--- config.mk ---
export PLATFORM = sky130hd
export DESIGN_NAME = booth_control
export DESIGN_NICKNAME = d
export VERILOG_FILES = /design/src/rtl/booth_control.sv
export SDC_FILE = /design/constraint.sdc
export NUM_CORES = 1
export LEC_CHECK = 0
export BUFFER_PORTS_ARGS = -buffer_cell sky130_fd_sc_hd__buf_2
export CAP_MARGIN = 20
export CELL_PAD_IN_SITES_DETAIL_PLACEMENT = 1
export CELL_PAD_IN_SITES_GLOBAL_PLACEMENT = 1
export CORE_MARGIN = 5
export CORE_UTILIZATION = 37
export CTS_BUF_LIST = sky130_fd_sc_hd__clkbuf_8
export CTS_CLUSTER_DIAMETER = 150
export CTS_CLUSTER_SIZE = 10
export DETAILED_ROUTE_END_ITERATION = 8
export PLACE_DENSITY = 0.9
export SETUP_SLACK_MARGIN = 0.2
export SYNTH_ARGS = -nofsm -noshare
export SYNTH_HDL_FRONTEND = slang
export SYNTH_SLANG_ARGS = --single-unit
--- constraint.sdc ---
create_clock -name clk -period 3.4 [get_ports clk]
set_clock_uncertainty 0.2 [all_clocks]
set_input_delay 0.17 -clock clk [delete_from_list [all_inputs] [get_ports clk]]
set_output_delay 0.17 -clock clk [all_outputs]
set_load 0.02 [all_outputs]
--- src/rtl/booth_control.sv ---
// Booth radix-2 multiplier sequencer: steps LOAD_M, LOAD_Q, then CHECK/ARITH/SHIFT per bit.
// Outputs decode from state alone. Start is only honoured in IDLE, so requests during a run are dropped.
module booth_control (
  input  logic        clk,
  input  logic        rst,
  input  logic        start,
  input  logic [15:0] mcand,
  input  logic [15:0] mplier,
  input  logic        q0,
  input  logic        qm1,
  input  logic        eqz,
  output logic [15:0] data_out,
  output logic        ldA,
  output logic        clrA,
  output logic        sftA,
  output logic        ldQ,
  output logic        clrQ,
  output logic        sftQ,
  output logic        ldM,
  output logic        clrff,
  output logic        addsub,
  output logic        decr,
  output logic        ldcnt,
  output logic        busy,
  output logic        done
);

  typedef enum logic [2:0] {
    IDLE   = 3'd0,
    LOAD_M = 3'd1,
    LOAD_Q = 3'd2,
    CHECK  = 3'd3,
    ARITH  = 3'd4,
    SHIFT  = 3'd5,
    DONE   = 3'd6
  } state_t;

  state_t      state_q, state_d;
  logic [15:0] mc_r, mp_r;
  logic        addsub_q, addsub_d;

  always_ff @(posedge clk) begin
    if (rst) begin
      state_q  <= IDLE;
      mc_r     <= 16'h0000;
      mp_r     <= 16'h0000;
      addsub_q <= 1'b0;
    end else begin
      state_q  <= state_d;
      addsub_q <= addsub_d;
      if (state_q == IDLE && start) begin
        mc_r <= mcand;
        mp_r <= mplier;
      end
    end
  end

  always_comb begin
    state_d  = state_q;
    addsub_d = addsub_q;
    data_out = 16'h0000;
    ldA      = 1'b0;
    clrA     = 1'b0;
    sftA     = 1'b0;
    ldQ      = 1'b0;
    clrQ     = 1'b0;
    sftQ     = 1'b0;
    ldM      = 1'b0;
    clrff    = 1'b0;
    addsub   = 1'b0;
    decr     = 1'b0;
    ldcnt    = 1'b0;
    busy     = 1'b0;
    done     = 1'b0;
    case (state_q)
      IDLE: begin
        if (start) state_d = LOAD_M;
      end
      LOAD_M: begin
        busy     = 1'b1;
        data_out = mc_r;
        ldM      = 1'b1;
        clrA     = 1'b1;
        clrff    = 1'b1;
        ldcnt    = 1'b1;
        state_d  = LOAD_Q;
      end
      LOAD_Q: begin
        busy     = 1'b1;
        data_out = mp_r;
        ldQ      = 1'b1;
        state_d  = CHECK;
      end
      CHECK: begin
        busy = 1'b1;
        // Count exhaustion wins over the Booth bit pair.
        if (eqz) begin
          state_d = DONE;
        end else begin
          case ({q0, qm1})
            2'b01:   begin addsub_d = 1'b1; state_d = ARITH; end
            2'b10:   begin addsub_d = 1'b0; state_d = ARITH; end
            default: state_d = SHIFT;
          endcase
        end
      end
      ARITH: begin
        busy    = 1'b1;
        ldA     = 1'b1;
        addsub  = addsub_q;
        state_d = SHIFT;
      end
      SHIFT: begin
        busy    = 1'b1;
        sftA    = 1'b1;
        sftQ    = 1'b1;
        decr    = 1'b1;
        state_d = CHECK;
      end
      DONE: begin
        busy    = 1'b1;
        done    = 1'b1;
        state_d = IDLE;
      end
      default: state_d = IDLE;
    endcase
  end

endmodule

## Word level (Yosys, flattened, before mapping)

Index checks and enable logic that the tools add are counted.

- Flip-flop bits (word level): 36
- Bits of input ports: 38

- Equality and inequality tests: 9
- Multiplexer cells: 13
- Bitwise gates (word level): 1
- Reduce and logical (&&, ||, !) cells: 7

Operator list:

| operator | number |
|---|---|
| $pmux 16 s2 | 1 |
| $pmux 3 s5 | 1 |
| $eq 3x3->1 const B | 3 |
| $mux 1 | 8 |
| $eq 3x2->1 const B | 2 |
| $reduce_or 6->1 | 1 |
| $reduce_or 2->1 | 2 |
| $eq 3x1->1 const B | 1 |
| $logic_not 3->1 | 1 |
| $mux 3 | 1 |
| $reduce_and 3->1 | 1 |
| $eq 2x1->1 const B | 1 |
| $eq 2x2->1 const B | 1 |
| $mux 2 | 1 |
| $ne 2x2->1 const B | 1 |
| $pmux 1 s2 | 1 |
| $reduce_bool 2->1 | 1 |
| $logic_and 1x1->1 | 1 |
| $not 1->1 | 1 |

## Longest topological paths before layout

- Depth after elaboration: 5
- Mapped depth: 5
- Depth with buffers taken out: 5

## Least setup slack after synthesis

OpenSTA, ideal clock, no wires.

- Path kind: reg2out
- From: register state_q[0]
- To: output data_out[0]
- Arrival: 1375 ps
- Data required time: 3030 ps
- Path slack: 1655 ps
- Stages on the path, launching flop included: 5
- Buffers on the path: 2
- Cell sequence: dfxtp_1 > buf_2 > nor3b_2 > buf_2 > a22o_1

- Longest elaborated chain between the ends: 2
- Elaborated cells between the ends (all ways): 3
- Those cells by class: eq/ne (2); mux (1)

RTL lines:

| what | line | source |
|---|---|---|
| start: declaration | 38 | `state_t state_q, state_d;` |
| start signal: assignment | 49 | `state_q <= state_d;` |
| $eq 3x2->1 or $eq 3x1->1 (tied branches) | 75 | `case (state_q)` |
| $pmux 16 s2 (*) | 75 |  |
| end: declaration | 12 | `output logic [15:0] data_out,` |

Every way passes the cells marked *; elsewhere a longest branch is shown, timed or not.

## Worst setup path after layout

- From: register state_q[2]
- To: register mp_r[2]

- Longest elaborated chain between the ends: 2

RTL lines:

| what | line | source |
|---|---|---|
| $logic_not 3->1 | 51 | `if (state_q == IDLE && start) begin` |
| $logic_and 1x1->1 | 51 |  |
| end signal: assignment | 53 | `mp_r <= mplier;` |
| end: declaration | 39 | `logic [15:0] mc_r, mp_r;` |

Every way passes these cells.
A chain may end at the register's enable or synchronous reset.

==> flow_metrics.tcl <==
set metrics [dict create \
    status "completed" \
    cts_tree "yes" \
    crit_type "reg2reg" \
    yosysSeqAreaShare 0.449 \
    wl_mm 5.53 \
    die_y_um 75.9 \
    synthesis.area_um2 1610 \
    syn_area_per_cell_um2 8.03 \
    ant_nets 0 \
    viasPerCell 5.10 \
    gp_congestion 0.796 \
    synth_top_cell_area_share 0.449 \
    cts_num_sinks 36 \
    route.vias.total 1723 \
    place_ws_ns 1.15 \
    grt_pass1_vias 1765 \
    drive_gt1_frac 0.273 \
    startpoint "state_q[2]$_SDFFE_PP0P_" \
    p_leak_uw 0.00107 \
    worstPathArrival_ns 2.17 \
    drt_iter0_drc 87 \
    dp_hpwl_mm 3.17 \
    num_io_pins 67 \
    grt_max_degree 37 \
    cts_buffers 5 \
    track_usage 0.194 \
    hp-class "in2reg" \
    syn_inst 200 \
    path_clk_slew_ns 0.07 \
    grt_pass1_wl_mm 8.25 \
    yosysUniqueCellTypes 24 \
    finalSetupTns_ns 0 \
    h-tree-depth 2 \
    start_util 0.374 \
    yosys_register_bits 36 \
    drt-wirelength-per-cell_um 16.4 \
    n_antenna_cell 0 \
    area_delta_synth_final_pct 44.4 \
    setup_viol 0 \
    clockRootBuffer "clkbuf_8" \
    max_freq_mhz 449 \
    startpoint_type "register" \
    grt_overflow 0 \
    cp_slowest_stage_delay_ns 1.06 \
    fin_crit_sh 0.655 \
    reg2reg_from "state_q[2]$_SDFFE_PP0P_" \
    cts.path.max_buffers 2 \
    synth.yosys.warnings 0 \
    coreArea_um2 4290 \
    synth_edf_count 0 \
    drtPass1Iterations 4 \
    yosys-top-cells-count "nand2_1, dfxtp_1, a21oi_1, a22o_1, buf_2" \
    synth_most_common_cell "nand2_1" \
    setup_slack_ns 1.17 \
    period_needed_ns 2.23 \
    dieWidth_um 75.9 \
    end_kind "register" \
    portBuffers 65 \
    drc 0 \
    finalNetCount 324 \
    antenna_found_initial 0 \
    rows 24 \
    async_reset_ff_frac 0 \
    hold_viol_final 0 \
    rsz0062_at_grt "false" \
    cap_violations 0 \
    p_per_area_nw_per_um2 469 \
    clock_latency_ns 0.29 \
    tightestPinTransition_ns 1.03 \
    synthesis.nets 239 \
    cts_resized 0 \
    synth-main-ff-cell "dfxtp_1" \
    min_from "q0" \
    relSlewSlack 0.314 \
    drv_slew 0 \
    path_cells "or4b_1 -> nand2_1 -> a21oi_1" \
    synth_top_area_cell "dfxtp_1" \
    fillCellCount 529 \
    synth_area_leaders "dfxtp_1, nand2_1, a21oi_1" \
    critPathSlowestCell "or4b_1" \
    die_area_um2 5760 \
    required_ns 3.34 \
    ir_worst_vdd_mv 0.268 \
    cp_max_fo 32 \
]
worst max-delay path, delay by kind of cell, from the launching register on:
kind,cells,cell delay [ns]
AND/OR/NAND/NOR,2,1.31
AO/OA/AOI/OAI,1,0.10
flip-flops,1,0.47
area by class of cell:
cell class / instances / area, um2 / share of cell area
clock buffer: 5 / 68.8 / 0.0297
clock inverter: 3 / 38.8 / 0.0167
inverter: 3 / 11.3 / 0.00486
multi-input combinational: 139 / 746 / 0.322
sequential: 36 / 721 / 0.311
tap: 52 / 65.1 / 0.0281
timing repair buffer: 100 / 668 / 0.288
layout by cell type (no fill, tap or decap), drive strengths merged:
cell / Yosys / routed
nor4b: 1 / 1
inv: 3 / 4
ha: 1 / 1
clkbuf: 6 / 5
nor2: 3 / 3
dfxtp: 36 / 36
o21a: 2 / 2
and3: 2 / 2
o21ai: 1 / 1
clkinv: 0 / 1
buf: 16 / 68
nor3: 2 / 2
dlygate4sd3: 0 / 32
a22o: 16 / 16
or4b: 1 / 1
nand2: 65 / 65
a311oi: 1 / 1
and3b: 2 / 2
a21oi: 35 / 35
bufinv: 0 / 1
nor4bb: 1 / 1
nor3b: 2 / 2
nor2b: 1 / 1
nand3b: 2 / 2
conb: 1 / 1
per-layer routing:
metal | wire length [um] | share of wire | vias to the layer above | track usage
li1 | - | - | 835 | -
met1 | 2110 | 0.38 | 816 | 0.213
met2 | 2920 | 0.53 | 63 | 0.359
met3 | 403 | 0.073 | 9 | 0.0515
met4 | 98 | 0.018 | 0 | 0.0621
met5 | 0 | 0 | - | 0
registers in the layout, indices dropped and copies added (netlist names):
name	cells
mp_r	16
addsub_q	1
mc_r	16
state_q	3
metrics by stage:
stage          area [um2]  instances  utilization  hold WS [ns]  power [uW]
2_1_floorplan        1610        200            -         0.106         633
3_3_place_gp         1890        298        0.440         0.216         684
3_5_place_dp         1890        298        0.440         0.218         694
4_1_cts              2320        338        0.540        0.0236        1090
5_1_grt              2320        338        0.540        0.0188        1140
6_report             2320        338        0.540        0.0289        1090
cells by family after synthesis:
family / synth area share
simple gates: 0.235
compound gates: 0.214
flops: 0.449
buf+inv: 0.0920
fa+ha+maj: 0.00779
other cells: 0.00234
path summary, 6_finish.rpt:
| check | depth (start not counted) | slack, ns | end |
|---|---|---|---|
| worst min register to register | 2 | 0.26 | mp_r[12]$_SDFFE_PP0P_ |
| worst min-delay path | 3 | 0.03 | addsub_q$_SDFFE_PP0P_ |
| worst max register to register | 3 | 1.17 | mp_r[2]$_SDFFE_PP0P_ |
| worst max-delay path | 3 | 1.17 | mp_r[2]$_SDFFE_PP0P_ |
what timing repair did:
action	4_1_cts	5_1_grt
setup buffers	0	0
setup endpoints to repair	0	0
endpoints found under the hold margin	32	0
hold buffers	32	0
report_power, final:
part           switching (uW)  internal [uW]
Combinational             135           98.1
Clock                     155            215
Sequential               30.7            455
Total                     320            768
(Power assumes the default switching activity.)
